### src/rtl/irq_controller_if.sv
// Wishbone slave bus of the interrupt controller, grouped for port hookup.
interface irq_controller_if;
    logic        wb_cyc_i;
    logic        wb_stb_i;
    logic        wb_we_i;
    logic [3:0]  wb_adr_i;
    logic [31:0] wb_dat_i;
    logic [3:0]  wb_sel_i;
    logic [31:0] wb_dat_o;
    logic        wb_ack_o;

    modport master (
        output wb_cyc_i, wb_stb_i, wb_we_i, wb_adr_i, wb_dat_i, wb_sel_i,
        input  wb_dat_o, wb_ack_o
    );

    modport slave (
        input  wb_cyc_i, wb_stb_i, wb_we_i, wb_adr_i, wb_dat_i, wb_sel_i,
        output wb_dat_o, wb_ack_o
    );
endinterface

### src/rtl/irq_controller.sv
// Interrupt controller: per-source edge/level pending capture, enable mask,
// priority claim register and a Wishbone slave port with single-cycle ack.
module irq_controller #(
    parameter int unsigned NUM_SOURCES = 8
) (
    input  logic                   clk_i,
    input  logic                   reset_i,
    irq_controller_if.slave        wb,
    input  logic [NUM_SOURCES-1:0] irq_src_i,
    output logic                   irq_o
);
    localparam int unsigned N  = NUM_SOURCES;
    localparam int unsigned CW = 5;

    localparam logic [1:0] WORD_PENDING = 2'd0;
    localparam logic [1:0] WORD_ENABLE  = 2'd1;
    localparam logic [1:0] WORD_CLAIM   = 2'd2;
    localparam logic [1:0] WORD_MODE    = 2'd3;

    logic [N-1:0] pending_q, enable_q, mode_q, prev_q;
    logic [N-1:0] pending_d, enable_d, mode_d;
    logic         ack_q, ack_d;
    logic [31:0]  rdata_q, rdata_d;

    logic         req, wr, rd;
    logic [1:0]   word;
    logic [31:0]  byte_mask;
    logic [N-1:0] wmask, wdata, active, claim_hot, clr, rise, set;
    logic [CW-1:0] claim_id;
    logic [31:0]  rdata;

    // Bus decode, claim priority encoder and next-state of every register.
    always_comb begin
        req       = wb.wb_cyc_i & wb.wb_stb_i & ~ack_q;
        wr        = req & wb.wb_we_i;
        rd        = req & ~wb.wb_we_i;
        word      = wb.wb_adr_i[3:2];
        byte_mask = {{8{wb.wb_sel_i[3]}}, {8{wb.wb_sel_i[2]}},
                     {8{wb.wb_sel_i[1]}}, {8{wb.wb_sel_i[0]}}};
        wmask     = N'(byte_mask);
        wdata     = N'(wb.wb_dat_i);
        active    = pending_q & enable_q;

        // Scan from the top so the lowest active index is the last one written.
        claim_id  = '0;
        claim_hot = '0;
        for (int i = int'(N) - 1; i >= 0; i--) begin
            if (active[i]) begin
                claim_id     = CW'(i + 1);
                claim_hot    = '0;
                claim_hot[i] = 1'b1;
            end
        end

        clr = '0;
        if (wr && word == WORD_PENDING) clr = clr | (wdata & wmask);
        if (rd && word == WORD_CLAIM)   clr = clr | claim_hot;

        // Level sources re-set every cycle they are high, so set beats clear.
        rise      = irq_src_i & ~prev_q;
        set       = (mode_q & rise) | (~mode_q & irq_src_i);
        pending_d = (pending_q & ~clr) | set;

        enable_d = enable_q;
        mode_d   = mode_q;
        if (wr && word == WORD_ENABLE) enable_d = (enable_q & ~wmask) | (wdata & wmask);
        if (wr && word == WORD_MODE)   mode_d   = (mode_q & ~wmask) | (wdata & wmask);

        rdata = '0;
        case (word)
            WORD_PENDING: rdata = 32'(pending_q);
            WORD_ENABLE:  rdata = 32'(enable_q);
            WORD_CLAIM:   rdata = 32'(claim_id);
            WORD_MODE:    rdata = 32'(mode_q);
            default:      rdata = '0;
        endcase

        rdata_d = rd ? rdata : '0;
        ack_d   = req;
    end

    always_ff @(posedge clk_i) begin
        if (reset_i) begin
            pending_q <= '0;
            enable_q  <= '0;
            mode_q    <= '1;
            prev_q    <= '0;
            irq_o     <= 1'b0;
            ack_q     <= 1'b0;
            rdata_q   <= '0;
        end else begin
            pending_q <= pending_d;
            enable_q  <= enable_d;
            mode_q    <= mode_d;
            prev_q    <= irq_src_i;
            irq_o     <= |active;
            ack_q     <= ack_d;
            rdata_q   <= rdata_d;
        end
    end

    assign wb.wb_ack_o = ack_q;
    assign wb.wb_dat_o = rdata_q;

    logic unused_bits;
    assign unused_bits = ^{wb.wb_adr_i[1:0], wb.wb_dat_i, byte_mask};
endmodule

### src/flat_wrapper.sv
// flat-port wrapper written by rule: the top's interface ports become plain ports
module irq_controller_flat 
#(
    parameter int unsigned NUM_SOURCES = 8
)
  (clk_i, reset_i, irq_src_i, irq_o, wb_wb_cyc_i, wb_wb_stb_i, wb_wb_we_i, wb_wb_adr_i, wb_wb_dat_i, wb_wb_sel_i, wb_wb_dat_o, wb_wb_ack_o);
  irq_controller_if wb_i ();
  input  logic clk_i;
  input  logic reset_i;
  input  logic [NUM_SOURCES-1:0] irq_src_i;
  output logic irq_o;
  input wire logic [$bits(wb_i.wb_cyc_i)-1:0] wb_wb_cyc_i;
  input wire logic [$bits(wb_i.wb_stb_i)-1:0] wb_wb_stb_i;
  input wire logic [$bits(wb_i.wb_we_i)-1:0] wb_wb_we_i;
  input wire logic [$bits(wb_i.wb_adr_i)-1:0] wb_wb_adr_i;
  input wire logic [$bits(wb_i.wb_dat_i)-1:0] wb_wb_dat_i;
  input wire logic [$bits(wb_i.wb_sel_i)-1:0] wb_wb_sel_i;
  output wire logic [$bits(wb_i.wb_dat_o)-1:0] wb_wb_dat_o;
  output wire logic [$bits(wb_i.wb_ack_o)-1:0] wb_wb_ack_o;
  assign wb_i.wb_cyc_i = wb_wb_cyc_i;
  assign wb_i.wb_stb_i = wb_wb_stb_i;
  assign wb_i.wb_we_i = wb_wb_we_i;
  assign wb_i.wb_adr_i = wb_wb_adr_i;
  assign wb_i.wb_dat_i = wb_wb_dat_i;
  assign wb_i.wb_sel_i = wb_wb_sel_i;
  assign wb_wb_dat_o = wb_i.wb_dat_o;
  assign wb_wb_ack_o = wb_i.wb_ack_o;
  irq_controller #(.NUM_SOURCES(NUM_SOURCES)) u_core (.clk_i(clk_i), .reset_i(reset_i), .wb(wb_i), .irq_src_i(irq_src_i), .irq_o(irq_o));
endmodule
### config.mk
export PLATFORM = sky130hd
export DESIGN_NAME = irq_controller_flat
export DESIGN_NICKNAME = d
export VERILOG_FILES = /design/src/rtl/irq_controller_if.sv /design/src/rtl/irq_controller.sv /design/src/flat_wrapper.sv
export SDC_FILE = /design/constraint.sdc
export NUM_CORES = 1
export LEC_CHECK = 0
export ABC_AREA = 1
export BUFFER_PORTS_ARGS = -buffer_cell sky130_fd_sc_hd__buf_2
export CORE_ASPECT_RATIO = 1.4
export CORE_UTILIZATION = 43
export DETAILED_ROUTE_END_ITERATION = 12
export HOLD_SLACK_MARGIN = 0.08
export PLACE_DENSITY = 0.8
export SLEW_MARGIN = 5
export SYNTH_ARGS = -nofsm -noshare
export SYNTH_HDL_FRONTEND = slang
export SYNTH_SLANG_ARGS = --single-unit
### constraint.sdc
create_clock -name clk_i -period 1.1 [get_ports clk_i]
set_input_delay 0.11 -clock clk_i [delete_from_list [all_inputs] [get_ports clk_i]]
set_output_delay 0.11 -clock clk_i [all_outputs]
set_load 0.1 [all_outputs]
==> metrics.md, run 1 <==
| Metric | Value |
|---|---|
| Switch share | 0.336 |
| Max IR drop VDD | approximately 0.9 mV |
| Total track usage | 0.231 |
| Routed len/inst | 12.3 um |
| Outcome | complete, but fails checks |
| Crit path kind | reg -> reg |
| Num CTS Buffers | 5 |
| Mapped Avg Cell Area | 6.78 um^2 |
| Drt drc | 0 |
| Post-Syn Area | 0.00204 mm^2 |
| Fin worst setup slack | -0.0896 ns |
| CP endpoint kind | flop |
| Synth cell count leaders | nand2_1 (97), dfxtp_1 (42), nor2_1 (38), inv_1 (32), buf_4 (24) |
| H-tree lvl count | 2 |
| Grt ovf | 0 |
| Crit-path cells | nor2_4 -> nand2_4 -> nor2_4 -> nand2_1 -> nand3_1 -> nand2_1 |
| Fraction of registers with async set or reset after synthesis | 0 |
| Period utilization | 1.08 |
| Grt met2 use | 0.396 |
| Worst-path clk slew | approximately 0.080 ns |
| Pleak | 1.55 nW |
| Fraction of layout cells with a size suffix above 1 | 0.359 |
| CP Data Required Time | 1.30 ns |
| TNS Setup | -0.794 ns |
| Critical Path Slowest Stage Cell | dfxtp_4 |
| DP HPWL | approximately 3.7 mm |
| Worst Path Buf+Inv | 0 |
| IO Port Bufs | 33 |
| Clk Latency, worst-skew pair | 0.30 ns |
| Post-layout min period | 1.19 ns |
| Int Pwr | 0.00239 W |
| Gate power share | 0.236 |
| Vias in the first global route | 2022 |
| Largest net degree at the start of global routing | 20 |
| Final RePlAce weighted congestion | 0.919 |
| EDFF count, synth | 0 |
| DR pass1 iterations | 4 |
| # setup viols final | 22 |
| Net count of the finished layout | 445 |
| CP startpoint kind | flop |
| Reg2Reg Setup Slack | -0.09 ns |
| Starting Density | 0.450 |
| IO Pins | between 80 and 90 |
| Leading area contributor after synthesis | dfxtp_1 |
| Failing checks | negative setup slack |
| Most common cell in the netlist | nand2_1 |
| Clock share of power | 0.313 |
| Via count | 2196 |
| Max Clock Skew | 0.00682 ns |
| Die width | approximately 60 um |
| Distinct cell type count after synthesis | 24 |
| Delay-heaviest family, CP | simple AND/OR/NAND/NOR gates |
| Iter 0 DRT Violations | 92 |
| Share of the synthesized area in the top cell type | 0.412 |
| Remaining antenna violation count | 0 |
| Yosys reg bits | 42 |
| Initial antenna violation count | 0 |
| P&R area growth vs syn | 54.4% |
| CP Max Fanout | 8 |
| Worst Path Arrival | ~1.4 ns |
| GR peak layer | met2 |
| Most used DFF post-synth | dfxtp_1 |
| RSZ-0062 raised after global routing | true |
| Yosys warnings | 0 |
| Clk root buf | clkbuf_8 |
| Pins Over Slew Limit | 0 |
| GRT met3 Usage | 0.0465 |
| P per Cell Area | 1140 mW/mm^2 |
| Ant diodes | 0 |
| Sequential fraction of design power | 0.451 |
| Mapped Cells | 301 |
| First-pass GRT wire length | 8.76 mm |
| Hold Crit Class | in -> reg |
| Switching power of the nets | 0.00121 W |
| GR Util met1 | 0.249 |
| Max incr delay on CP | between 0.3 and 0.4 ns |
| CTS tree | yes |
| Final hold violations | 0 |
| Die Height | 83.5 um |
| Register area share after synthesis | 0.412 |
| Core area | around 0.0045 mm^2 |
| Maxcap violations | 0 |
| Synth area leaders | dfxtp_1 (41%), nand2_1 (18%), buf_4 (8.8%) |
| Clock Sink Count | 42 |
| Die area | 0.00503 mm^2 |
| Row count | 29 |
| Overall routed net length | 5.59 mm |
| Max Fclk | approximately 840 MHz |
| Via-to-Cell Ratio | 4.83 |
| Fillers | approximately 310 |
| Hold slack | about 0.12 ns |
| Worst-case clock buffer depth | 2 |
## per-layer routing
metal / vias to the layer above / part of all wire
met5: - / 0
met4: 0 / 0.039
met3: 15 / 0.049
met2: 93 / 0.52
met1: 1024 / 0.39
li1: 1064 / -
## cell type report
cell class	instances	area, um^2	share of cell area
timing repair buffer	91	842	0.267
tap	62	77.6	0.0246
sequential	42	852	0.270
inverter	36	138	0.0437
clock inverter	1	7.51	0.00238
multi-input combinational	216	1140	0.361
clock buffer	7	97.6	0.0310
## power groups by stage
stage / sequential, W / clock [W] / combinational, W
2_1_floorplan: 0.00169 / 0 / 0.000592
3_3_place_gp: 0.00165 / 0 / 0.000743
3_5_place_dp: 0.00165 / 0 / 0.000753
4_1_cts: 0.00162 / 0.00114 / 0.000823
5_1_grt: 0.00163 / 0.00122 / 0.000901
6_report: 0.00162 / 0.00113 / 0.000850
## cell families (layout without fill, tap and decap cells)
family,count (synthesis),after routing,synth area share
AOI/OAI and AO/OA,32,32,0.0901
buffers and inverters,66,135,0.175
DFF,42,42,0.412
other,1,24,0.00184
and+or+nand+nor,160,160,0.322
## cells in the final DEF (no fill, tap or decap), types with 6 or more instances in the layout
cell            n
o21ai_0         8
nand3_1        10
inv_2           8
dfxtp_1        35
nand3_2         7
buf_2          23
inv_1          26
nor2_1         28
buf_4          33
buf_12         12
nand2_2        10
buf_6           7
nor2_4         11
conb_1         24
nand2_4         6
dlygate4sd3_1  16
nand2_1        80
a21oi_1         6
dfxtp_2         6
## timing repair
item	4_1_cts	5_1_grt
buffers inserted	4	5
gates cloned	0	0
hold buffers	16	0
setup endpoints to repair	14	32
endpoints found under the hold margin	21	0
resized for setup	27	40
pin swaps	12	8
## path summary, 6_finish.rpt
kind | from | end | cells past startpoint
setup / recovery | u_core.wb.wb_ack_o | u_core.pending_q[4] | 6
hold / removal | reset_i | u_core.prev_q[1] | 2
setup reg to reg | u_core.wb.wb_ack_o | u_core.pending_q[4] | 6
hold reg to reg | u_core.prev_q[7] | u_core.pending_q[7] | 3
## per-stage QoR
stage          power [W]  area [um^2]  instances  worst slack, ns   util
2_1_floorplan    0.00228         2160        324          -0.0312      -
3_3_place_gp     0.00239         2600        422          -0.0706  0.573
3_5_place_dp     0.00240         2600        422           -0.162  0.573
4_1_cts          0.00358         2980        450          -0.0413  0.658
5_1_grt          0.00375         3150        455           -0.130  0.695
6_report         0.00360         3150        455          -0.0896  0.695
(Power assumes the default switching activity.)
==> inputs of run 2 (changes only) <==
Settings changed: CORE_UTILIZATION 43 to 35, CTS_BUF_LIST set to sky130_fd_sc_hd__clkbuf_16, PLACE_DENSITY 0.8 to 0.68.
==> run 2 against run 1 <==
Against the previous run:
- the flow still finishes with violations (negative setup slack)
- clock power grew 38%
- critical path depth unchanged
- non-clock buffer count decreased by 11
- flip-flop and latch count stayed put
- register-to-register slack improved by 0.06 ns
- worst hold slack worse by 0.032 ns
- core utilization shrank 15 points
- sequential share of layout area increased by 0.78 points
- global-route usage is 4.8 points lower
==> metrics.md, run 2 (same netlist as run 1, synthesis figures left out) <==
| Metric | Value |
|---|---|
| Outcome | complete, but fails checks |
| Failing checks | negative setup slack |
| Clock Sink Count | 42 (unchanged) |
| CP Data Required Time | 1.28 ns (-0.02 ns) |
| Worst-case clock buffer depth | 2 (unchanged) |
| DR pass1 iterations | 4 (unchanged) |
| Clk Latency, worst-skew pair | 0.28 ns (-0.02 ns) |
| Fin worst setup slack | -0.0249 ns (+0.0647 ns) |
| Max incr delay on CP | 0.35 ns (about the same) |
| # setup viols final | 11 (-50%) |
| Pleak | 1.53 nW (-1.6%) |
| Clk root buf | clkbuf_16 |
| Largest net degree at the start of global routing | 14 (-30%) |
| Final hold violations | 0 (unchanged) |
| Design area | 0.00305 mm^2 (-3.1%) |
| Hold depth | 3 (+1) |
| CP startpoint kind | flop |
| Max Fclk | 889 MHz (+5.8%) |
| P per Cell Area | 1310 mW/mm^2 (+15%) |
| DP HPWL | 3.71 mm (+1.3%) |
| Remaining antenna violation count | 0 (unchanged) |
| Net count of the finished layout | 434 (-2.5%) |
| R2R Path End | u_core.pending_q[6] |
| Worst Path Buf+Inv | 0 (unchanged) |
| Max IR drop VDD | 0.771 mV (-14%) |
| Period utilization | 1.02 (-0.0588) |
| Critical Path Slowest Stage Cell | dfxtp_4 |
| Grt ovf | 0 (unchanged) |
| Worst Path Arrival | 1.31 ns (-0.08 ns) |
| Clock share of power | 0.389 (+0.076) |
| RSZ-0062 raised after global routing | true |
| Die area | 0.00615 mm^2 (+22%) |
| Routed len/inst | 11.3 um (-7.9%) |
| Iter 0 DRT Violations | 58 (-37%) |
| IO Pins | 87 (unchanged) |
| First-pass GRT wire length | 8.41 mm (-3.9%) |
| Worst-path clk slew | 0.06 ns (-0.02 ns) |
| Int Pwr | 0.00277 W (+16%) |
| Drt drc | 0 (unchanged) |
| P&R area growth vs syn | 49.6% |
| CP endpoint kind | flop |
| Via count | 2035 (-7.3%) |
| Post-layout min period | 1.12 ns (-0.0647 ns) |
| Die width | 66.6 um (+10%) |
| Core area | 0.00557 mm^2 (+23%) |
| R2r startpoint | u_core.wb.wb_ack_o |
| IO Port Bufs | 33 (unchanged) |
| Num CTS Buffers | 5 (unchanged) |
| Die Height | 92.4 um (+11%) |
| Starting Density | 0.367 (-0.0833) |
| Max Clock Skew | 0.00278 ns (-0.00404 ns) |
| Delay-heaviest family, CP | simple AND/OR/NAND/NOR gates |
| CP Max Fanout | 8 (unchanged) |
| Crit-path cells | nor2_4 -> nand2_4 -> nor2_4 -> nand2_1 -> nand3_1 -> nand2_1 |
| Fraction of layout cells with a size suffix above 1 | 0.343 (-0.0158) |
| Maxcap violations | 0 (unchanged) |
| Post-Place Cell Area | 0.00263 mm^2 (+0.96%) |
| Sequential fraction of design power | 0.405 (-0.046) |
| Switching power of the nets | 0.00124 W (+2.3%) |
| Vias in the first global route | 2020 (-0.099%) |
| CTS tree | yes |
| Pre-CTS setup slack | -0.116 ns (+0.0462 ns) |
| Crit path kind | reg -> reg |
| Overall routed net length | 5.09 mm (-8.9%) |
| Most common cell after layout, fill and taps aside | nand2_1 |
| Total track usage | 0.183 (-0.0484) |
| Pins Over Slew Limit | 0 (unchanged) |
| H-tree lvl count | 2 (unchanged) |
| Initial antenna violation count | 0 (unchanged) |
| Hold Crit Class | in -> reg |
| Switch share | 0.309 (-0.0266) |
| Final RePlAce weighted congestion | 0.860 (-6.4%) |
| Gate power share | 0.207 (-0.029) |
| Ant diodes | 0 (unchanged) |
| Reg2Reg Setup Slack | -0.02 ns (+0.06 ns) |
| Worst-case reg-to-reg path depth | 6 (unchanged) |
| Crit path depth | 6 (unchanged) |
| Via-to-Cell Ratio | 4.52 (-6.3%) |
| Most frequent cells in the layout | nand2_1 (83), dfxtp_1 (37), buf_4 (31), nor2_1 (29), inv_1 (28) |
| HP Start | wb_wb_dat_i[5] |
| Row count | 32 (+10%) |
run 2: layout make-up:
class | count | area (um^2)
clock buffers | 6 | 150
clock inverters | 2 | 10.0
fillers | 499 | 2510
inverters | 36 | 135
multi-input cells | 216 | 1100
flip-flops and latches | 42 | 850
well taps | 68 | 85.1
repair buffers | 80 | 726
run 2: per-layer routing:
| layer | global-route usage | wire, um | part of all wire |
|---|---|---|---|
| met5 | 0 | 0 | 0 |
| met4 | 0.0975 | 157 | 0.031 |
| met3 | 0.0369 | 233 | 0.046 |
| met2 | 0.330 | 2710 | 0.53 |
| met1 | 0.191 | 1990 | 0.39 |
run 2: worst max-delay path by stage:
stage | from | to | slack [ns]
after floorplan | u_core.wb.wb_ack_o | flop | -0.03
after global placement | u_core.pending_q[0] | u_core.pending_q[5] | -0.08
after detailed placement | u_core.pending_q[1] | u_core.pending_q[5] | -0.12
after CTS | u_core.wb.wb_ack_o | wb_wb_ack_o | -0.02
after global routing | u_core.wb.wb_ack_o | u_core.pending_q[5] | -0.11
final | u_core.wb.wb_ack_o | u_core.pending_q[6] | -0.02
run 2: through the flow:
step                      TNS (ns)  total power, W  std cells  hold WS (ns)   util
after floorplan             -0.347         0.00228        324         0.229      -
after global placement      -0.266         0.00240        432         0.332  0.472
after detailed placement    -0.437         0.00241        432         0.335  0.472
after CTS                  -0.0620         0.00401        449        0.0834  0.529
after global routing         -2.18         0.00416        450        0.0787  0.549
final                       -0.120         0.00400        450        0.0876  0.549
run 2: worst reg2reg max path, stage by stage, from the launching register on:
cell and delay (ns):
dfxtp_4 0.35, nor2_4 0.12, nand2_4 0.09, nor2_4 0.22
nand2_1 0.10, nand3_1 0.09, nand2_1 0.05
run 2: what timing repair did:
action | CTS | global route
resized for setup | 21 | 31
setup endpoints to repair | 10 | 32
hold buffers | 9 | 0
pin swaps | 4 | 8
cloned | 0 | 0
setup buffers | 0 | 1
endpoints found under the hold margin | 9 | 0
run 2: power by group through the flow:
stage	clock (W)	combinational, W	sequential (W)
5_1_grt	0.00166	0.000875	0.00162
2_1_floorplan	0	0.000592	0.00169
6_report	0.00156	0.000828	0.00162
3_3_place_gp	0	0.000758	0.00165
4_1_cts	0.00158	0.000810	0.00162
3_5_place_dp	0	0.000765	0.00165
==> inputs of run 3 (changes only) <==
Settings changed: HOLD_SLACK_MARGIN 0.08 to 0.12.
==> run 3 against run 2 <==
Against the previous run:
- the run still ends with negative setup slack left
- final area rose by 2.9%
- maximum frequency fell by 0.67%
- non-clock buffer count rose by 9
- critical path depth did not move
==> metrics.md, run 3 (same netlist as run 1, synthesis figures left out) <==
| Metric | Value |
|---|---|
| Max Clock Skew | 0.00258 ns (-0.000199 ns) |
| Iter 0 DRT Violations | 54 (-6.9%) |
| GR Util met1 | 0.194 (+0.00353) |
| Die width | 66.6 um (unchanged) |
| Net count of the finished layout | 443 (+2.1%) |
| Worst-case clock buffer depth | 2 (unchanged) |
| Grt met2 use | 0.332 (+0.00253) |
| First-pass GRT wire length | 8.54 mm (+1.5%) |
| Initial antenna violation count | 0 (unchanged) |
| P&R area growth vs syn | 54.0% |
| Non-Filler Instances | 459 (+2.0%) |
| Crit-path cells | nor2_4 -> nand2_4 -> nor2_4 -> nand2_1 -> nand3_1 -> nand2_1 |
| Via-to-Cell Ratio | 4.51 (-0.23%) |
| Pre-CTS setup slack | -0.116 ns (unchanged) |
| Post-Place Cell Area | 0.00263 mm^2 (unchanged) |
| Core area | 0.00557 mm^2 (unchanged) |
| Max IR drop VDD | 0.754 mV (-2.2%) |
| GR peak layer | met2 |
| IO Pins | 87 (unchanged) |
| Largest net degree at the start of global routing | 14 (unchanged) |
| CTS tree | yes |
| DR pass1 iterations | 4 (unchanged) |
| CP Max Fanout | 8 (unchanged) |
| Inst Count DP | 432 (unchanged) |
| Worst-path clk slew | 0.06 ns (about the same) |
| Worst Path Arrival | 1.31 ns (about the same) |
| Failing checks | negative setup slack |
| Period utilization | 1.03 (+0.00688) |
| Final RePlAce weighted congestion | 0.860 (unchanged) |
| Post-layout min period | 1.13 ns (+0.00757 ns) |
| Max Fclk | 883 MHz (-0.67%) |
| Fin worst setup slack | -0.0324 ns (-0.00757 ns) |
| H-tree lvl count | 2 (unchanged) |
| Clock Sink Count | 42 (unchanged) |
| Overall routed net length | 5.19 mm (+1.8%) |
| Die area | 0.00615 mm^2 (unchanged) |
| DP HPWL | 3.71 mm (unchanged) |
| Crit path kind | reg -> reg |
| Design area | 0.00314 mm^2 (+2.9%) |
| Ant diodes | 0 (unchanged) |
| Most common cell after layout, fill and taps aside | nand2_1 |
| Drt drc | 0 (unchanged) |
| Clk root buf | clkbuf_16 |
| Fraction of layout cells with a size suffix above 1 | 0.335 (-0.00789) |
| IO Port Bufs | 33 (unchanged) |
| GRT met3 Usage | 0.0369 (unchanged) |
| Total track usage | 0.185 (+0.00192) |
| Max incr delay on CP | 0.35 ns (about the same) |
| Remaining antenna violation count | 0 (unchanged) |
| Final Power | 0.00403 W (+0.60%) |
| Pleak | 1.56 nW (+2.5%) |
| Die Height | 92.4 um (unchanged) |
| Clk Latency, worst-skew pair | 0.28 ns (about the same) |
| Row count | 32 (unchanged) |
| Post-Route Utilization | 0.565 (+0.0162) |
| Outcome | complete, but fails checks |
| Maxcap violations | 0 (unchanged) |
| CP startpoint kind | flop |
| Via count | 2071 (+1.8%) |
| CP Data Required Time | 1.28 ns (about the same) |
| Routed len/inst | 11.3 um (-0.19%) |
| Pins Over Slew Limit | 0 (unchanged) |
| Num CTS Buffers | 5 (unchanged) |
| Grt ovf | 0 (unchanged) |
| # setup viols final | 14 (+3) |
| Vias in the first global route | 2054 (+1.7%) |
| RSZ-0062 raised after global routing | true |
| Critical Path Slowest Stage Cell | dfxtp_4 |
| Starting Density | 0.367 (unchanged) |
| P per Cell Area | 1280 mW/mm^2 (-2.3%) |
| Final hold violations | 0 (unchanged) |
| Hold Crit Class | in -> reg |
| CP endpoint kind | flop |
| Most frequent cells in the layout | nand2_1 (83), dfxtp_1 (37), buf_4 (31), nor2_1 (29), inv_1 (28) |
run 3: cell count changes in the layout (fill, tap and decap cells not counted):
cell	previous run	this run
dlygate4sd3_1	9	18
run 3: timing repair:
item / 4_1_cts / 5_1_grt
resized for setup: 21 / 31
endpoints found under the setup margin: 10 / 32
pin swaps: 4 / 8
hold endpoints to repair: 24 / 0
hold buffers: 18 / 0
setup buffers: 0 / 1
run 3: final cells by class:
cell class	instances	area [um^2]
Fill cell	484	2420
Multi-Input combinational cell	216	1100
Sequential cell	42	850
Timing Repair Buffer	89	816
Clock buffer	6	150
Inverter	36	135
Tap cell	68	85.1
Clock inverter	2	10.0
run 3: final timing paths:
kind	slack, ns	cells past startpoint	from	endpoint
worst min-delay path	0.14	2	reset_i	u_core.prev_q[2]
worst max-delay path	-0.03	6	u_core.wb.wb_ack_o	u_core.pending_q[6]
worst min register to register	0.47	3	u_core.prev_q[0]	u_core.pending_q[0]
worst max register to register	-0.03	6	u_core.wb.wb_ack_o	u_core.pending_q[6]
run 3: worst max-delay path: cells and delay by family, from the launching register on:
family / cells / cell delay (ns)
flip-flops: 1 / 0.35
AND/OR/NAND/NOR: 6 / 0.67
run 3: power by group:
group / switching [W] / internal, W
clock network: 0.000585 / 0.000970
logic: 0.000618 / 0.000234
registers: 0.0000375 / 0.00158
run 3: routing by layer:
metal | share of wire | up-vias | routed length [um]
met5 | 0 | - | 0
met2 | 0.53 | 53 | 2760
met3 | 0.035 | 13 | 180
met1 | 0.40 | 942 | 2080
met4 | 0.031 | 0 | 159
li1 | - | 1063 | -
run 3: per-stage QoR:
step / hold WS, ns / TNS (ns)
after floorplan: 0.229 / -0.347
after global placement: 0.332 / -0.266
after detailed placement: 0.335 / -0.437
after CTS: 0.136 / -0.0620
after global routing: 0.145 / -2.31
final: 0.139 / -0.211
